===== src/rtl/ps2_device_tx.sv =====
// ps2_device_tx: device-to-host PS/2 transmitter with an 8-entry byte FIFO.
// Define PS2_TX_ERR_INJ_EN to let i_err_inj invert the parity bit of a frame.
module ps2_device_tx #(
    parameter int CLK_HALF   = 4,
    parameter int GAP_CYCLES = 8
) (
    input  logic       i_clk,
    input  logic       i_clr_n,
    input  logic       i_wr_n,
    input  logic [7:0] i_data,
    input  logic       i_err_inj,
    output logic       o_ps2_clk,
    output logic       o_ps2_data,
    output logic       o_full,
    output logic       o_empty,
    output logic       o_busy,
    output logic       o_overflow
);
    localparam int MAXC = (CLK_HALF > GAP_CYCLES) ? CLK_HALF : GAP_CYCLES;
    localparam int CW   = $clog2(MAXC + 1);
    localparam logic [CW-1:0] HALF_LAST = CW'(CLK_HALF - 1);
    localparam logic [CW-1:0] GAP_LAST  = CW'(GAP_CYCLES - 1);

    typedef enum logic [2:0] {IDLE, LOAD, HIGH, LOW, GAP} state_t;

    state_t        r_state, w_state_nxt;
    logic [7:0]    r_mem [8];
    logic [2:0]    r_wr_ptr, r_rd_ptr;
    logic [3:0]    r_count;
    logic [CW-1:0] r_tmr, w_tmr_nxt;
    logic [3:0]    r_bit, w_bit_nxt;
    logic [10:0]   r_shreg, w_shreg_nxt;
    logic          r_ps2_clk, r_ps2_data, r_overflow;
    logic          w_wr, w_pop, w_inj, w_frame_active;
    logic [7:0]    w_head;

    assign o_full     = r_count == 4'd8;
    assign o_empty    = r_count == 4'd0;
    assign o_busy     = r_state != IDLE;
    assign o_ps2_clk  = r_ps2_clk;
    assign o_ps2_data = r_ps2_data;
    assign o_overflow = r_overflow;

    // Full is judged on the pre-edge count, so a write on a popping edge while full is dropped.
    assign w_wr   = !i_wr_n && !o_full;
    assign w_pop  = r_state == LOAD;
    assign w_head = r_mem[r_rd_ptr];

`ifdef PS2_TX_ERR_INJ_EN
    assign w_inj = i_err_inj;
`else
    logic w_unused_err_inj;
    assign w_unused_err_inj = i_err_inj;
    assign w_inj = 1'b0;
`endif

    always_ff @(posedge i_clk or negedge i_clr_n) begin
        if (!i_clr_n) begin
            r_wr_ptr   <= '0;
            r_rd_ptr   <= '0;
            r_count    <= '0;
            r_overflow <= 1'b0;
        end else begin
            if (w_wr) r_wr_ptr <= r_wr_ptr + 3'd1;
            if (w_pop) r_rd_ptr <= r_rd_ptr + 3'd1;
            r_count <= r_count + {3'd0, w_wr} - {3'd0, w_pop};
            if (!i_wr_n && o_full) r_overflow <= 1'b1;
        end
    end

    always_ff @(posedge i_clk) begin
        if (w_wr) r_mem[r_wr_ptr] <= i_data;
    end

    always_comb begin
        w_state_nxt = r_state;
        w_tmr_nxt   = r_tmr;
        w_bit_nxt   = r_bit;
        w_shreg_nxt = r_shreg;
        case (r_state)
            IDLE: if (!o_empty) w_state_nxt = LOAD;
            LOAD: begin
                w_shreg_nxt = {1'b1, ~^w_head ^ w_inj, w_head, 1'b0};
                w_bit_nxt   = '0;
                w_tmr_nxt   = HALF_LAST;
                w_state_nxt = HIGH;
            end
            HIGH: begin
                w_tmr_nxt   = (r_tmr == '0) ? HALF_LAST : r_tmr - CW'(1);
                w_state_nxt = (r_tmr == '0) ? LOW : HIGH;
            end
            LOW: begin
                if (r_tmr == '0) begin
                    w_shreg_nxt = {1'b1, r_shreg[10:1]};
                    w_bit_nxt   = r_bit + 4'd1;
                    w_tmr_nxt   = (r_bit == 4'd10) ? GAP_LAST : HALF_LAST;
                    w_state_nxt = (r_bit == 4'd10) ? GAP : HIGH;
                end else begin
                    w_tmr_nxt = r_tmr - CW'(1);
                end
            end
            GAP: begin
                w_tmr_nxt   = (r_tmr == '0) ? r_tmr : r_tmr - CW'(1);
                w_state_nxt = (r_tmr == '0) ? IDLE : GAP;
            end
            default: w_state_nxt = IDLE;
        endcase
    end

    // Line outputs are registered from the next state so they switch on the same edge as the FSM.
    assign w_frame_active = (w_state_nxt == HIGH) || (w_state_nxt == LOW);

    always_ff @(posedge i_clk or negedge i_clr_n) begin
        if (!i_clr_n) begin
            r_state    <= IDLE;
            r_tmr      <= '0;
            r_bit      <= '0;
            r_shreg    <= '1;
            r_ps2_clk  <= 1'b1;
            r_ps2_data <= 1'b1;
        end else begin
            r_state    <= w_state_nxt;
            r_tmr      <= w_tmr_nxt;
            r_bit      <= w_bit_nxt;
            r_shreg    <= w_shreg_nxt;
            r_ps2_clk  <= w_state_nxt != LOW;
            r_ps2_data <= w_frame_active ? w_shreg_nxt[0] : 1'b1;
        end
    end
endmodule


===== config.mk =====
export PLATFORM = sky130hd
export DESIGN_NAME = ps2_device_tx
export DESIGN_NICKNAME = d
export VERILOG_FILES = /design/src/rtl/ps2_device_tx.sv
export SDC_FILE = /design/constraint.sdc
export NUM_CORES = 1
export LEC_CHECK = 0
export BUFFER_PORTS_ARGS = -buffer_cell sky130_fd_sc_hd__buf_2
export CORE_UTILIZATION = 35
export CTS_CLUSTER_DIAMETER = 40
export DETAILED_ROUTE_END_ITERATION = 10
export SETUP_SLACK_MARGIN = 0.1
export SKIP_LAST_GASP = 1
export SLEW_MARGIN = 5
export SYNTH_ARGS = -nofsm -noshare
export SYNTH_HDL_FRONTEND = slang
export SYNTH_SLANG_ARGS = --single-unit

===== constraint.sdc =====
create_clock -name i_clk -period 2.4 [get_ports i_clk]
set_input_delay 0.36 -clock i_clk [delete_from_list [all_inputs] [get_ports i_clk]]
set_output_delay 0.36 -clock i_clk [all_outputs]
set_load 0.02 [all_outputs]

==> flow_metrics.env <==
export IMPL_area_growth_pct=14.4
export IMPL_critPathMaxFanout=4
export IMPL_synth_ff_type="edfxtp_1"
export IMPL_htree_levels=3
export IMPL_fmax_ghz=0.455
export IMPL_hold_viol=0
export IMPL_start_util_pct=35.9
export IMPL_syn_num_nets=300
export IMPL_drv_slew=0
export IMPL_worst_slack_ps=201
export IMPL_post_drt_via_cell_ratio=4.94
export IMPL_fin_skew_ps=8.05
export IMPL_fp_dieW_microns=113
export IMPL_power_mw=4.20
export IMPL_place_ws_ps=203
export IMPL_synth_area_per_cell_sq_um=15.6
export IMPL_clockBufferDepth=2
export IMPL_diodes=0
export IMPL_fin_cells=460
export IMPL_arrival_ps=2420
export IMPL_clk_pin_slew_ps=60
export IMPL_track_usage_pct=13.0
export IMPL_synth_seq_cells=99
export IMPL_synth_edf_count=64
export IMPL_cts_num_sinks=99
export IMPL_fin_util_pct=41.0
export IMPL_startpoint_type="register"
export IMPL_wl_per_cell_microns=15.9
export IMPL_tightest_slew_ps=762
export IMPL_port_buffers=16
export IMPL_dpl_cell_area_sq_um=4620
export IMPL_period_minus_slack_ps=2200
export IMPL_holdWs_ps=85.0
export IMPL_hpwl_mm=4.84
export IMPL_relSlewSlack_pct=49.2
export IMPL_rows=40
export IMPL_drcViolationCount=0
export IMPL_antenna_left=0
export IMPL_min_path_type="input pin to asynchronous set/reset pin"
export IMPL_crit_required_ps=2620
export IMPL_postCtsSetupBuffers=0
export IMPL_peakVddDrop_mv=0.668
export IMPL_clock_latency_ps=340
export IMPL_dr_first_iter_drc_count=172
export IMPL_rsz0062_at_grt="false"
export IMPL_end_kind="register"
export IMPL_design_die_area_sq_um=12700
export IMPL_num_io_pins=18
export IMPL_drv_cap=0
export IMPL_cts_root_buf="clkbuf_16"
export IMPL_grt_pass1_vias=2327
export IMPL_setup_tns_ps=0
export IMPL_tritoncts="built"
export IMPL_power_density_nw_per_um2=856
export IMPL_synthArstFlopShare_pct=35.4
export IMPL_vias=2273
export IMPL_power_leakage_nw=1.83
export IMPL_syn_inst=275
export IMPL_hold_buffers=0
export IMPL_die_h_microns=113
export IMPL_core_region_area_sq_um=12000
export IMPL_cts_inserted_buffers=9
export IMPL_stdcell_area_sq_um=4910
export IMPL_fillCellCount=1097
export IMPL_yosysWarnings=0
export IMPL_grt_max_degree=36
export IMPL_grt_pass1_wl_mm=12.1
export IMPL_min_period_over_period_pct=91.6
export IMPL_overflow=0
export IMPL_antenna_found_initial=0
export IMPL_gp_congestion=0.811
export IMPL_finalNetCount=333
export IMPL_placed_cells=444
export IMPL_setup_violations=0
export IMPL_yosysSeqAreaShare_pct=65.6
export IMPL_drive_above_1_share_pct=26.5
export IMPL_synth_area_sq_um=4290
export IMPL_drt_total_wl_mm=7.32
export IMPL_crit_type="register to register"
export IMPL_drt_first_pass_iters=4
export IMPL_yosysUniqueCellTypes=44
export IMPL_status="complete, no violations"
## cells by family (layout without fill, tap and decap cells)
family	Yosys count	after routing	share of synthesized area [%]
buf+inv	26	64	2.98
simple gates	57	57	6.10
xor+xnor	15	15	3.24
flops	99	99	65.6
compound gates	37	37	5.54
mux	28	28	12.6
fa+ha+maj	13	13	3.97
## state kept, by name, indices dropped and copies added, names as in the netlist
name	count
r_mem	64
r_shreg	11
r_bit	4
r_count	4
r_tmr	4
r_rd_ptr	3
r_state	3
r_wr_ptr	3
o_overflow	1
o_ps2_clk	1
o_ps2_data	1
## per-layer routing
| metal | part of all wire (%) | GRT usage [%] |
|---|---|---|
| met2 | 50 | 21.3 |
| met3 | 2.5 | 3.70 |
| met5 | 0 | 0 |
| met1 | 46 | 16.4 |
| met4 | 1.5 | 5.33 |
## worst paths after layout
| kind | from | to | slack [ps] | depth (start not counted) |
|---|---|---|---|---|
| max | r_count[2] | r_count[2] | 200 | 11 |
| min | i_clr_n | r_tmr[2] | 90 | 1 |
| min in group i_clk | i_data[3] | r_mem[5][3] | 270 | 1 |
| max reg2reg | r_count[2] | r_count[2] | 200 | 11 |
| min reg2reg | o_overflow | o_overflow | 480 | 1 |
| max in group asynchronous | i_clr_n | r_tmr[1] | 1820 | 1 |
## cell usage in the layout, fill, tap and decap left out, types with 3 or more instances in the layout
cell type / synthesis / final
dfrtp_1: 22 / 22
buf_4: 1 / 15
xor2_1: 5 / 5
mux4_2: 13 / 13
inv_2: 3 / 3
a22oi_1: 10 / 10
nand2_1: 23 / 23
o22ai_1: 3 / 3
nand2b_1: 4 / 4
buf_2: 2 / 16
a21oi_1: 4 / 4
nor3_1: 3 / 3
nor2_1: 16 / 16
mux4_1: 3 / 3
ha_1: 12 / 12
mux2i_1: 5 / 5
inv_1: 12 / 12
edfxtp_1: 64 / 64
clkbuf_16: 0 / 9
mux2i_4: 3 / 3
xnor2_1: 9 / 9
o21ai_0: 4 / 4
dfstp_2: 13 / 13
o21ai_1: 9 / 9
## timing repair
action,4_1_cts,5_1_grt
endpoints found under the setup margin,0,1
endpoints found under the hold margin,0,0
gates resized for setup,0,1
## report_power, final
group          internal [mW]  switching, mW
sequential              2.08          0.112
combinational          0.300          0.374
clock                  0.722          0.618
total                   3.10           1.10
## critical path, stage by stage (launching register included)
cell      delay [ps]
dfrtp_1          320
inv_1             70
ha_1             210
nor3b_4          170
nor2_1           150
clkinv_1         110
ha_1             290
inv_1             50
ha_1             150
inv_1             60
fa_1             380
xnor2_1          140
## cell usage after synthesis (all sizes together) (5+ instances only)
cell	number	area (sq um)
dfrtp	22	551
xor2	5	43.8
a22oi	10	75.1
mux4	16	372
nand2	23	86.3
dfstp	13	342
buf	6	52.6
nor2	16	60.1
xnor2	10	95.1
o21ai	13	65.1
mux2i	10	145
edfxtp	64	1920
ha	12	150
inv	15	56.3
## final cells by class
cell class	count	area (sq um)	area share [%]
Sequential cell	99	2810	57.3
Multi-Input combinational cell	150	1360	27.7
Clock buffer	11	233	4.74
Timing Repair Buffer	32	213	4.33
Tap cell	147	184	3.75
Inverter	16	60.1	1.22
Clock inverter	5	46.3	0.943
No activity file was read; power rests on OpenSTA's default activity.
